`src/rtl/rom_dl_sdram_packer.sv`:
```
// HPS ioctl ROM download -> SDRAM write bridge.
// Packs bytes into 16-bit words, queues them in a small FIFO and drains them over req/ack.
module rom_dl_sdram_packer #(
  parameter logic [15:0] ROM_INDEX  = 16'd0,
  parameter int          WADDR_W    = 22,
  parameter int          FIFO_DEPTH = 4
) (
  input  logic               i_EMU_MCLK,
  input  logic               i_EMU_INITRST_n,
  input  logic               ioctl_download,
  input  logic [15:0]        ioctl_index,
  input  logic [26:0]        ioctl_addr,
  input  logic [7:0]         ioctl_data,
  input  logic               ioctl_wr,
  output logic               ioctl_wait,
  output logic               o_SDRAM_WR_REQ,
  output logic [WADDR_W-1:0] o_SDRAM_WR_ADDR,
  output logic [15:0]        o_SDRAM_WR_DATA,
  output logic [1:0]         o_SDRAM_WR_BE,
  input  logic               i_SDRAM_WR_ACK,
  output logic               o_DL_BUSY,
  output logic               o_DL_DONE
);

  localparam int PW = $clog2(FIFO_DEPTH);
  localparam int CW = PW + 1;
  localparam logic [CW-1:0] FULL_CNT = CW'(FIFO_DEPTH);
  localparam logic [CW-1:0] WAIT_CNT = CW'(FIFO_DEPTH - 1);

  typedef enum logic [2:0] {IDLE, LOAD, FLUSH, DRAIN, DONE} state_t;

  state_t state_reg;
  logic dl_prev_reg, rearm_reg, busy_reg, done_reg, req_reg;
  logic pend_valid_reg, pend_valid_next;
  logic [7:0] pend_data_reg, pend_data_next;
  logic [WADDR_W-1:0] pend_addr_reg, pend_addr_next;

  logic [WADDR_W-1:0] mem_addr [FIFO_DEPTH];
  logic [15:0]        mem_data [FIFO_DEPTH];
  logic [1:0]         mem_be   [FIFO_DEPTH];
  logic [PW-1:0] wr_ptr_reg, rd_ptr_reg;
  logic [CW-1:0] count_reg, count_next;

  logic index_ok, accept, dl_rise, push_req, push, pop, space;
  logic [WADDR_W-1:0] waddr, push_addr;
  logic [15:0] push_data;
  logic [1:0] push_be;
  logic unused_addr_bits;

  assign index_ok = (ioctl_index == ROM_INDEX);
  assign accept   = ioctl_wr & ioctl_download & index_ok;
  assign dl_rise  = ioctl_download & ~dl_prev_reg & index_ok;
  assign waddr    = ioctl_addr[WADDR_W:1];
  assign unused_addr_bits = ^ioctl_addr[26:WADDR_W+1];

  assign pop   = i_SDRAM_WR_ACK & req_reg;
  assign space = (count_reg < FULL_CNT) | pop;
  assign push  = push_req & space;

  // Byte packing: at most one FIFO entry per cycle; a displaced even byte rides in the pending register.
  always_comb begin
    push_req        = 1'b0;
    push_addr       = pend_addr_reg;
    push_data       = {8'h00, pend_data_reg};
    push_be         = 2'b01;
    pend_valid_next = pend_valid_reg;
    pend_data_next  = pend_data_reg;
    pend_addr_next  = pend_addr_reg;
    if (accept) begin
      if (ioctl_addr[0]) begin
        push_req  = 1'b1;
        push_addr = waddr;
        if (pend_valid_reg && pend_addr_reg == waddr) begin
          push_data       = {ioctl_data, pend_data_reg};
          push_be         = 2'b11;
          pend_valid_next = 1'b0;
        end else begin
          push_data = {ioctl_data, 8'h00};
          push_be   = 2'b10;
        end
      end else begin
        push_req        = pend_valid_reg;
        pend_valid_next = 1'b1;
        pend_data_next  = ioctl_data;
        pend_addr_next  = waddr;
      end
    end else if (state_reg == FLUSH && pend_valid_reg) begin
      push_req        = 1'b1;
      pend_valid_next = ~space;
    end
  end

  always_comb begin
    count_next = count_reg;
    case ({push, pop})
      2'b10:   count_next = count_reg + 1'b1;
      2'b01:   count_next = count_reg - 1'b1;
      default: count_next = count_reg;
    endcase
  end

  always_ff @(posedge i_EMU_MCLK) begin
    if (push) begin
      mem_addr[wr_ptr_reg] <= push_addr;
      mem_data[wr_ptr_reg] <= push_data;
      mem_be[wr_ptr_reg]   <= push_be;
    end
  end

  always_ff @(posedge i_EMU_MCLK or negedge i_EMU_INITRST_n) begin
    if (!i_EMU_INITRST_n) begin
      wr_ptr_reg     <= '0;
      rd_ptr_reg     <= '0;
      count_reg      <= '0;
      req_reg        <= 1'b0;
      pend_valid_reg <= 1'b0;
      pend_data_reg  <= '0;
      pend_addr_reg  <= '0;
    end else begin
      if (push) wr_ptr_reg <= wr_ptr_reg + 1'b1;
      if (pop)  rd_ptr_reg <= rd_ptr_reg + 1'b1;
      count_reg      <= count_next;
      req_reg        <= (count_next != '0);
      pend_valid_reg <= pend_valid_next;
      pend_data_reg  <= pend_data_next;
      pend_addr_reg  <= pend_addr_next;
    end
  end

  // A rising download seen while still draining is remembered and replayed from IDLE.
  always_ff @(posedge i_EMU_MCLK or negedge i_EMU_INITRST_n) begin
    if (!i_EMU_INITRST_n) begin
      state_reg   <= IDLE;
      dl_prev_reg <= 1'b0;
      rearm_reg   <= 1'b0;
      busy_reg    <= 1'b0;
      done_reg    <= 1'b0;
    end else begin
      dl_prev_reg <= ioctl_download;
      done_reg    <= 1'b0;
      case (state_reg)
        IDLE: begin
          rearm_reg <= 1'b0;
          if (dl_rise || (rearm_reg && ioctl_download)) begin
            state_reg <= LOAD;
            busy_reg  <= 1'b1;
          end
        end
        LOAD: begin
          if (!ioctl_download) state_reg <= FLUSH;
        end
        FLUSH: begin
          if (dl_rise) rearm_reg <= 1'b1;
          if (!pend_valid_next) state_reg <= DRAIN;
        end
        DRAIN: begin
          if (dl_rise) rearm_reg <= 1'b1;
          if (count_reg == '0 && !push) begin
            state_reg <= DONE;
            done_reg  <= 1'b1;
          end
        end
        DONE: begin
          if (dl_rise) rearm_reg <= 1'b1;
          busy_reg  <= 1'b0;
          state_reg <= IDLE;
        end
        default: state_reg <= IDLE;
      endcase
    end
  end

  always_comb begin
    case (state_reg)
      IDLE:    ioctl_wait = 1'b0;
      LOAD:    ioctl_wait = (count_reg >= WAIT_CNT);
      default: ioctl_wait = ioctl_download;
    endcase
  end

  assign o_SDRAM_WR_REQ  = req_reg;
  assign o_SDRAM_WR_ADDR = req_reg ? mem_addr[rd_ptr_reg] : '0;
  assign o_SDRAM_WR_DATA = req_reg ? mem_data[rd_ptr_reg] : '0;
  assign o_SDRAM_WR_BE   = req_reg ? mem_be[rd_ptr_reg]   : '0;
  assign o_DL_BUSY       = busy_reg;
  assign o_DL_DONE       = done_reg;

endmodule

```
`config.mk`:
```
export PLATFORM = sky130hd
export DESIGN_NAME = rom_dl_sdram_packer
export DESIGN_NICKNAME = d
export VERILOG_FILES = /design/src/rtl/rom_dl_sdram_packer.sv
export SDC_FILE = /design/constraint.sdc
export NUM_CORES = 1
export LEC_CHECK = 0
export CORE_UTILIZATION = 50
export DETAILED_ROUTE_END_ITERATION = 8
export PLACE_DENSITY = 0.75
export SLEW_MARGIN = 20
export SYNTH_ARGS = -nofsm -noshare
export SYNTH_HDL_FRONTEND = slang
export SYNTH_SLANG_ARGS = --single-unit
```
`constraint.sdc`:
```
create_clock -name i_EMU_MCLK -period 2.75 [get_ports i_EMU_MCLK]
set_input_delay 0.4125 -clock i_EMU_MCLK [delete_from_list [all_inputs] [get_ports i_EMU_MCLK]]
set_output_delay 0.4125 -clock i_EMU_MCLK [all_outputs]
set_load 0.03 [all_outputs]
```
==> results.sh, run 1 <==
export IMPL_synthFlopType="edfxtp_1"
export IMPL_finalHoldViolCount=0
export IMPL_gp_congestion=0.7518
export IMPL_grt_usage=0.1966
export IMPL_r2r_slack_ps=180
export IMPL_design_area_um2=10920
export IMPL_synth_async_reset_ratio=0.2233
export IMPL_power_density_nw_per_um2=710.9
export IMPL_ant_nets=0
export IMPL_nets=683
export IMPL_dr_pass1_iters=4
export IMPL_place_area_um2=10290
export IMPL_cts_tree="yes"
export IMPL_crit_type="input port to flop"
export IMPL_arrival_ps=3010
export IMPL_tns_ps=0
export IMPL_grt_pass1_vias=5030
export IMPL_port_buffers=95
export IMPL_crit_chain="clkdlybuf4s50_1 -> nor4b_1 -> and4b_1 -> o2111ai_1 -> nand2_2 -> inv_1 -> ha_1 -> fa_1 -> mux2_2 -> or3_1"
export IMPL_hold_class="input port to asynchronous set/reset pin"
export IMPL_cp_start_kind="input port"
export IMPL_cp_required_ps=3110
export IMPL_synth_edf_count=160
export IMPL_io_pins=100
export IMPL_cpPeakStageDelay_ps=440
export IMPL_slew_headroom=0.5645
export IMPL_n_antenna_cell=0
export IMPL_synth_largest_area_cell="edfxtp_1"
export IMPL_syn_to_final_growth_pct=24.74
export IMPL_path_max_fanout=2
export IMPL_grt_overflow=0
export IMPL_antenna_found_initial=0
export IMPL_synth_top_area_share=0.5488
export IMPL_core_area_um2=17180
export IMPL_clock_fmax_ghz=0.3784
export IMPL_worstReg2RegEnd="o_SDRAM_WR_REQ"
export IMPL_seqCellArea_um2=5959
export IMPL_drive_above_1_share=0.3008
export IMPL_die_area_um2=18040
export IMPL_final_period_utilization=0.9609
export IMPL_vias_per_cell=5.456
export IMPL_p_total_mw=7.763
export IMPL_fin_crit_ps=2642
export IMPL_cts_sinks=206
export IMPL_yosysUniqueCellTypes=49
export IMPL_worstMarginPinSlew_ps=653.3
export IMPL_fin_worst_skew_ps=7.367
export IMPL_netlist_area_um2=8755
export IMPL_die_w_um=134.3
export IMPL_seq_area_frac_synth=0.6803
export IMPL_largest_register_ffs=88
export IMPL_report_final_slew_viol_count=0
export IMPL_netlist_instances=487
export IMPL_maxCapViolations=0
export IMPL_ys_ff_latch=206
export IMPL_wire_per_inst_um=19.84
export IMPL_r2r_start="state_reg[1]"
export IMPL_rsz0062_at_grt="no"
export IMPL_cts_root_buf="clkbuf_16"
export IMPL_clkLatencyLatePin_ps=480
export IMPL_cp_slowest_cell="clkdlybuf4s50_1"
export IMPL_nFillCells=1226
export IMPL_ys_warnings_count=0
export IMPL_synth_area_leaders="edfxtp_1 (55%), dfrtp_1 (13%), mux4_2 (10%), mux2_2 (6.8%), and2_1 (3.7%)"
export IMPL_cts_buffer_depth=3
export IMPL_vias=4692
export IMPL_rows=48
export IMPL_totalWireLength_um=17060
export IMPL_end_kind="flop"
export IMPL_synth_fp_nets=549
export IMPL_r2r_cells=9
export IMPL_leakagePower_nw=4.383
export IMPL_grt_max_degree=47
export IMPL_setup_viol=0
export IMPL_outcome="complete, no violations"
export IMPL_post_dp_hpwl_um=10720
export IMPL_htree_levels=1
export IMPL_fp_dieH_um=134.3
export IMPL_postSynthAreaPerCell_um2=17.98
export IMPL_clk_transition_reported_paths_ps=60
export IMPL_grt_pass1_wl_um=26710
export IMPL_start_util=0.5097
export IMPL_drc_errors=0
export IMPL_drt_iter0_drc=271
export IMPL_numCtsBuffers=20
export IMPL_multi_input_area_um2=2690
export IMPL_ir_drop_mv=0.4347
metrics by stage:
| stage | hold WS, ps | cells | setup slack (ps) | utilization |
|---|---|---|---|---|
| after floorplan | 116.9 | 487 | 20.67 | - |
| after global placement | 483.7 | 823 | -315.3 | 0.5988 |
| after detailed placement | 487.3 | 823 | -405.4 | 0.5988 |
| after CTS | 49.65 | 859 | 40.83 | 0.6346 |
| after global routing | 81.50 | 860 | 9.018 | 0.6358 |
| final | 35.58 | 860 | 107.5 | 0.6358 |
kinds of logic (layout without fill, tap and decap cells):
logic type | after synthesis | in the layout | synth area share
AOI/OAI and AO/OA | 17 | 17 | 0.01458
buffers and inverters | 29 | 177 | 0.01472
xor gates and xnor gates | 28 | 28 | 0.02801
and+or+nand+nor | 106 | 106 | 0.07946
muxes | 95 | 95 | 0.1735
DFF | 206 | 206 | 0.6803
adders and majority gates | 6 | 6 | 0.009433
layout by cell type (no fill, tap or decap), types with 7 or more instances in the layout:
cell type / count
edfxtp_1: 160
clkdlybuf4s50_1: 54
mux2_2: 53
and2_1: 48
dfrtp_1: 43
mux4_2: 40
buf_4: 33
dlygate4sd2_1: 32
xnor2_1: 27
clkbuf_16: 21
buf_12: 11
nand2_1: 8
inv_1: 8
nor2b_1: 8
clkbuf_1: 7
worst max-delay path: cells and delay by family:
family          cells  cell delay, ps
simple gates        4            1050
fa+ha+maj           2             660
buf+inv             2             480
mux                 1             280
compound gates      1             110
cell type report:
| cell class | count | share of cell area |
|---|---|---|
| clock buffer | 29 | 0.05179 |
| inverter | 9 | 0.003093 |
| clock inverter | 7 | 0.007791 |
| tap | 225 | 0.02578 |
| multi-input combinational | 252 | 0.2463 |
| timing repair buffer | 132 | 0.1195 |
| sequential | 206 | 0.5457 |
cell usage after synthesis, types with 4 or more instances:
cell,n
buf_1,4
inv_1,8
mux2_2,53
a21oi_1,5
nor2_1,5
clkbuf_1,6
mux4_2,40
dfrtp_1,46
buf_2,7
xnor2_1,27
nand4_1,5
and2_1,52
nand2_1,8
ha_1,5
edfxtp_1,160
nor2b_1,8
worst max-delay path by stage:
stage                     from             end  cells past startpoint
3_3_place_gp    ioctl_index[6]  o_SDRAM_WR_REQ                     10
6_report       ioctl_index[13]  o_SDRAM_WR_REQ                     10
4_1_cts           state_reg[1]  o_SDRAM_WR_REQ                      9
5_1_grt         ioctl_index[6]  o_SDRAM_WR_REQ                     12
3_5_place_dp   ioctl_index[13]  o_SDRAM_WR_REQ                     10
2_1_floorplan     state_reg[0]  o_SDRAM_WR_REQ                     10
metal layers:
metal | vias up | global-route usage | wire length, um
li1 | 2147 | - | -
met1 | 2400 | 0.2457 | 6919
met2 | 115 | 0.3523 | 9096
met3 | 30 | 0.02986 | 724
met4 | 0 | 0.06180 | 323
met5 | - | 0 | 0
power by group:
part	switching [mW]	internal, mW	leakage (nW)	total, mW
Sequential	0.0740	3.39	2.34	3.46
Combinational	0.850	0.754	1.72	1.60
Clock	1.08	1.62	0.322	2.70
what timing repair did:
action,4_1_cts,5_1_grt
hold buffers,0,0
gates resized for setup,33,3
pin swaps,0,0
setup buffers,0,1
setup endpoints to repair,32,1
gates cloned,0,0
endpoints found under the hold margin,0,0
No activity file was read; power rests on OpenSTA's default activity.
==> inputs of run 2 (changes only) <==
--- a/config.mk
+++ b/config.mk
@@ -7,7 +7,7 @@
 export LEC_CHECK = 0
 export CORE_UTILIZATION = 50
 export DETAILED_ROUTE_END_ITERATION = 8
-export PLACE_DENSITY = 0.75
+export PLACE_DENSITY = 0.85
 export SLEW_MARGIN = 20
 export SYNTH_ARGS = -nofsm -noshare
 export SYNTH_HDL_FRONTEND = slang
==> results.sh, run 2 (same netlist as run 1, synthesis figures left out) <==
export IMPL_fin_util=0.6302
export IMPL_fp_dieH_um=134.3
export IMPL_arrival_ps=3020
export IMPL_grt_usage=0.1974
export IMPL_core_area_um2=17180
export IMPL_largest_register_ffs=88
export IMPL_totalWireLength_um=17190
export IMPL_tns_ps=0
export IMPL_crit_type="flop to flop"
export IMPL_htree_levels=1
export IMPL_p_int_mw=5.590
export IMPL_crit_buf_inv=1
export IMPL_switching_power_mw=1.997
export IMPL_cp_required_ps=3110
export IMPL_clock_fmax_ghz=0.3752
export IMPL_pwr_share_seq=0.456
export IMPL_finalHoldViolCount=0
export IMPL_ir_drop_mv=0.5231
export IMPL_io_pins=100
export IMPL_worstMarginPinSlew_ps=646.7
export IMPL_hold_class="input port to asynchronous set/reset pin"
export IMPL_fin_ws_ps=84.50
export IMPL_nets=683
export IMPL_n_antenna_cell=0
export IMPL_maxCapViolations=0
export IMPL_post_dp_hpwl_um=10810
export IMPL_grt_overflow=0
export IMPL_path_max_fanout=2
export IMPL_fin_worst_skew_ps=9.937
export IMPL_cts_tree="yes"
export IMPL_design_area_um2=10830
export IMPL_gp_congestion=0.7969
export IMPL_place_area_um2=10230
export IMPL_crit_family="simple AND/OR/NAND/NOR gates"
export IMPL_end_kind="flop"
export IMPL_antenna_found_initial=0
export IMPL_p_comb_frac=0.211
export IMPL_nFillCells=1188
export IMPL_rows=48
export IMPL_final_cell_mix="edfxtp_1 (160), clkdlybuf4s50_1 (54), mux2_2 (53)"
export IMPL_cp_slowest_cell="or3b_2"
export IMPL_dr_pass1_iters=4
export IMPL_rsz0062_at_grt="no"
export IMPL_dr_wl_met3_um=839
export IMPL_r2r_slack_ps=80
export IMPL_dr_wl_met2_um=9234
export IMPL_cts_root_buf="clkbuf_16"
export IMPL_wire_per_inst_um=19.98
export IMPL_drc_errors=0
export IMPL_outcome="complete, no violations"
export IMPL_report_final_slew_viol_count=0
export IMPL_syn_to_final_growth_pct=23.65
export IMPL_cts_buffer_depth=3
export IMPL_clk_transition_reported_paths_ps=70
export IMPL_power_density_nw_per_um2=700.8
export IMPL_r2r_start="state_reg[0]"
export IMPL_cts_sinks=206
export IMPL_setup_viol=0
export IMPL_crit_chain="or3b_2 -> a21oi_2 -> nand2_1 -> nand2_2 -> inv_1 -> ha_1 -> fa_1 -> mux2_2 -> or3_1"
export IMPL_numCtsBuffers=20
export IMPL_clock_power_share=0.333
export IMPL_r2r_cells=9
export IMPL_ant_nets=0
export IMPL_met1_length_um=6866
export IMPL_drive_above_1_share=0.2945
export IMPL_drt_iter0_drc=372
export IMPL_start_util=0.5097
export IMPL_worstReg2RegEnd="o_SDRAM_WR_REQ"
export IMPL_die_area_um2=18040
export IMPL_cpPeakStageDelay_ps=510
export IMPL_final_period_utilization=0.9693
export IMPL_pre_cts_ws_ps=-383.6
export IMPL_grt_pass1_wl_um=27120
export IMPL_slew_headroom=0.5688
export IMPL_netSwitchingFraction=0.2632
export IMPL_vias_per_cell=5.498
export IMPL_grt_pass1_vias=5067
export IMPL_grt_max_degree=47
export IMPL_routed_top_layer="met4"
export IMPL_leakagePower_nw=4.350
export IMPL_fin_crit_ps=2666
export IMPL_cp_start_kind="flop"
export IMPL_p_total_mw=7.587
export IMPL_clkLatencyLatePin_ps=480
export IMPL_final_common_cell="edfxtp_1"
export IMPL_port_buffers=95
export IMPL_die_w_um=134.3
export IMPL_postCtsHoldBufs=0
export IMPL_vias=4728
run 2: cell count changes in the layout (fill, tap and decap cells not counted), moves of 2 or more:
cell | before | now
buf_12 | 11 | 7
buf_4 | 33 | 36
bufinv_16 | 2 | 0
clkbuf_1 | 7 | 5
clkinv_1 | 1 | 4
dlygate4sd2_1 | 32 | 34
run 2: cell type report:
class | count | area [um2] | area share
flip-flops and latches | 206 | 5958 | 0.5504
inverters | 9 | 33.78 | 0.003121
well taps | 225 | 281.5 | 0.02601
clock inverters | 8 | 38.79 | 0.003583
repair buffers | 132 | 1254 | 0.1158
multi-input cells | 252 | 2688 | 0.2483
clock buffers | 28 | 571.8 | 0.05282
run 2: power by group through the flow:
stage	combinational [mW]	clock (mW)	sequential, mW
2_1_floorplan	1.05	0	3.51
3_3_place_gp	1.63	0	3.52
3_5_place_dp	1.66	0	3.52
4_1_cts	1.60	2.57	3.46
5_1_grt	1.72	2.70	3.46
6_report	1.60	2.53	3.46
run 2: worst max-delay path by stage:
stage,slack [ps],cells past startpoint,startpoint,endpoint
final,80,9,state_reg[0],o_SDRAM_WR_REQ
after global routing,0.9,11,state_reg[0],o_SDRAM_WR_REQ
after CTS,30,9,state_reg[1],o_SDRAM_WR_REQ
after detailed placement,-380,10,ioctl_index[6],o_SDRAM_WR_REQ
after global placement,-310,10,ioctl_index[6],o_SDRAM_WR_REQ
after floorplan,20,10,state_reg[0],o_SDRAM_WR_REQ
run 2: what timing repair did:
item / in CTS / in global routing
endpoints found under the setup margin: 34 / 1
buffers inserted: 0 / 3
resized for setup: 34 / 1
run 2: worst register-to-register path, cell delays in order (launching register included):
cell	delay, ps
dfrtp_1	380
or3b_2	510
a21oi_2	140
nand2_1	80
nand2_2	80
inv_1	40
ha_1	220
fa_1	440
mux2_2	280
or3_1	370
run 2: metrics by stage:
step,hold WS (ps),cells
2_1_floorplan,116.9,487
3_3_place_gp,485.9,821
3_5_place_dp,489.1,821
4_1_cts,66.44,857
5_1_grt,93.62,860
6_report,39.17,860
run 2: metal layers:
layer	vias to the layer above	GRT usage
met5	-	0
met4	0	0.05368
met3	16	0.02834
met2	139	0.3564
met1	2430	0.2490
li1	2143	-
==> inputs of run 3 (changes only) <==
--- a/config.mk
+++ b/config.mk
@@ -5,7 +5,9 @@
 export SDC_FILE = /design/constraint.sdc
 export NUM_CORES = 1
 export LEC_CHECK = 0
+export ABC_AREA = 1
 export CORE_UTILIZATION = 50
+export CTS_BUF_LIST = sky130_fd_sc_hd__clkbuf_4
 export DETAILED_ROUTE_END_ITERATION = 8
 export PLACE_DENSITY = 0.85
 export SLEW_MARGIN = 20
==> results.sh, run 3 <==
export IMPL_outcome="complete, no violations"
export IMPL_final_period_utilization=0.9624
export IMPL_nets=1098
export IMPL_power_density_nw_per_um2=856.9
export IMPL_die_area_um2=18520
export IMPL_r2r_start="state_reg[0]"
export IMPL_grt_usage=0.2299
export IMPL_totalWireLength_um=20270
export IMPL_postSynthAreaPerCell_um2=9.976
export IMPL_cts_sinks=206
export IMPL_ir_drop_mv=0.5383
export IMPL_drive_above_1_share=0.1538
export IMPL_cp_start_kind="flop"
export IMPL_report_final_slew_viol_count=0
export IMPL_post_dp_hpwl_um=13090
export IMPL_synth_async_reset_ratio=0.2233
export IMPL_hold_depth=2
export IMPL_clkLatencyLatePin_ps=630
export IMPL_yosysUniqueCellTypes=32
export IMPL_synthFlopType="edfxtp_1"
export IMPL_clock_power_share=0.246
export IMPL_clock_fmax_ghz=0.3779
export IMPL_final_cell_mix="nor2_1 (208), edfxtp_1 (160), nand2_1 (139)"
export IMPL_switching_power_mw=3.595
export IMPL_cts_buffer_depth=3
export IMPL_netlist_instances=901
export IMPL_r2r_cells=10
export IMPL_netSwitchingFraction=0.3815
export IMPL_hold_start="ioctl_download"
export IMPL_yosysMostFrequentCell="nor2_1"
export IMPL_largest_register_ffs=88
export IMPL_start_util=0.5161
export IMPL_wire_per_inst_um=15.59
export IMPL_drt_iter0_drc=516
export IMPL_htree_levels=2
export IMPL_clk_transition_reported_paths_ps=60
export IMPL_placedCellCount=1208
export IMPL_leakagePower_nw=4.028
export IMPL_cp_required_ps=2340
export IMPL_slew_headroom=0.4929
export IMPL_fin_crit_ps=2647
export IMPL_fin_worst_skew_ps=50.62
export IMPL_fp_dieH_um=136.1
export IMPL_p_comb_frac=0.384
export IMPL_nFillCells=1286
export IMPL_hold_end="dl_prev_reg"
export IMPL_numCtsBuffers=49
export IMPL_core_area_um2=17420
export IMPL_grt_pass1_wl_um=32690
export IMPL_synth_common_cells="nor2_1 (214), edfxtp_1 (160), nand2_1 (139)"
export IMPL_cts_tree="yes"
export IMPL_synth_edf_count=160
export IMPL_rows=48
export IMPL_setup_viol=0
export IMPL_worstReg2RegEnd="o_SDRAM_WR_REQ"
export IMPL_grt_overflow=0
export IMPL_gp_congestion=0.8422
export IMPL_port_buffers=95
export IMPL_seq_area_frac_synth=0.6626
export IMPL_final_cell_count_no_fill=1300
export IMPL_p_int_mw=5.828
export IMPL_drc_errors=0
export IMPL_finalHoldViolCount=0
export IMPL_vias=6805
export IMPL_grt_pass1_vias=6753
export IMPL_pwr_share_seq=0.370
export IMPL_io_pins=100
export IMPL_end_kind="primary output"
export IMPL_cts_root_buf="clkbuf_4"
export IMPL_die_w_um=136.1
export IMPL_maxCapViolations=0
export IMPL_path_max_fanout=16
export IMPL_ant_nets=0
export IMPL_r2r_slack_ps=280
export IMPL_vias_per_cell=5.235
export IMPL_crit_type="flop to primary output"
export IMPL_synth_area_leaders="edfxtp_1 (53%), dfrtp_1 (13%), nor2_1 (8.9%), o21ai_0 (6.6%), nand2_1 (5.8%)"
export IMPL_ys_ff_latch=206
export IMPL_dr_pass1_iters=6
export IMPL_grt_max_degree=61
export IMPL_synth_largest_area_cell="edfxtp_1"
export IMPL_arrival_ps=2230
export IMPL_hold_class="input port to flop"
export IMPL_netlist_area_um2=8989
export IMPL_antenna_found_initial=2
export IMPL_worstMarginPinSlew_ps=760.7
export IMPL_rsz0062_at_grt="no"
export IMPL_final_common_cell="nor2_1"
export IMPL_synth_fp_nets=963
export IMPL_syn_to_final_growth_pct=22.34
export IMPL_p_total_mw=9.423
export IMPL_synth_top_area_share=0.5345
export IMPL_hold_ws_ps=389.0
export IMPL_ys_warnings_count=0
## run 3: cell types whose count changed after synthesis, sizes merged, moves of 51 or more
cell	delta
nor2	+211
mux2	-53
o21ai	+134
nand2	+133
and2	-51
inv	+76
## run 3: how the worst max path moves through the flow
stage / from / endpoint / slack (ps)
final: rd_ptr_reg[1] / o_SDRAM_WR_BE[0] / 100
after global routing: state_reg[0] / o_SDRAM_WR_REQ / 50
after CTS: rd_ptr_reg[0] / o_SDRAM_WR_ADDR[21] / 30
after detailed placement: ioctl_index[15] / o_SDRAM_WR_REQ / -140
after global placement: ioctl_index[15] / o_SDRAM_WR_REQ / -70
after floorplan: ioctl_index[15] / mem_addr[0][0] / -370
## run 3: per-layer routing
| metal | routed length (um) | track usage |
|---|---|---|
| met1 | 8069 | 0.2779 |
| met2 | 10240 | 0.3951 |
| met3 | 1566 | 0.05556 |
| met4 | 393 | 0.09012 |
| met5 | 0 | 0 |
## run 3: layout make-up
| cell class | count | area, um2 | share of cell area |
|---|---|---|---|
| multi-input combinational | 570 | 2605 | 0.2369 |
| tap | 225 | 281.5 | 0.02560 |
| antenna | 2 | 5.005 | 0.0004551 |
| clock buffer | 68 | 510.5 | 0.04642 |
| inverter | 84 | 315.3 | 0.02867 |
| clock inverter | 20 | 78.83 | 0.007168 |
| sequential | 206 | 5959 | 0.5419 |
| timing repair buffer | 125 | 1241 | 0.1129 |
## run 3: power by group through the flow
stage / clock (mW) / combinational, mW / sequential [mW]
global placement: 0 / 3.43 / 3.56
detailed placement: 0 / 3.52 / 3.56
CTS: 2.36 / 3.56 / 3.50
finish: 2.32 / 3.62 / 3.49
floorplan: 0 / 2.20 / 3.52
global route: 2.53 / 3.89 / 3.49
## run 3: cell families (layout without fill, tap and decap cells)
group,after synthesis,count (layout),synth area share
AND/OR/NAND/NOR,373,373,0.1630
flip-flops,206,206,0.6626
AO/OA/AOI/OAI,185,185,0.1052
buffers and inverters,125,297,0.05387
adder cells (fa/ha/maj),6,6,0.009187
XOR/XNOR,5,5,0.004872
multiplexers,1,1,0.001253
other,0,2,0
## run 3: worst max-delay path, cell delays in order, from the launching register on
cell and delay, ps:
dfrtp_1 360, inv_1 200, buf_4 290, nor2_1 130, o21ai_0 100, a21oi_1 330, buf_4 230
## run 3: timing repair
item | 4_1_cts | 5_1_grt
cloned | 0 | 0
hold buffers | 1 | 0
setup buffers | 0 | 1
endpoints found under the hold margin | 27 | 0
resized for setup | 4 | 6
setup endpoints to repair | 3 | 12
## run 3: per-stage QoR
| stage | TNS (ps) | utilization | instance area, um2 | setup WS (ps) |
|---|---|---|---|---|
| final | 0 | 0.6314 | 11000 | 103.5 |
| after detailed placement | -143.0 | 0.5943 | 10350 | -143.0 |
| after global placement | -65.67 | 0.5943 | 10350 | -65.67 |
| after global routing | 0 | 0.6313 | 10990 | 46.69 |
| after floorplan | -59850 | - | 8989 | -374.1 |
| after CTS | 0 | 0.6295 | 10960 | 32.91 |
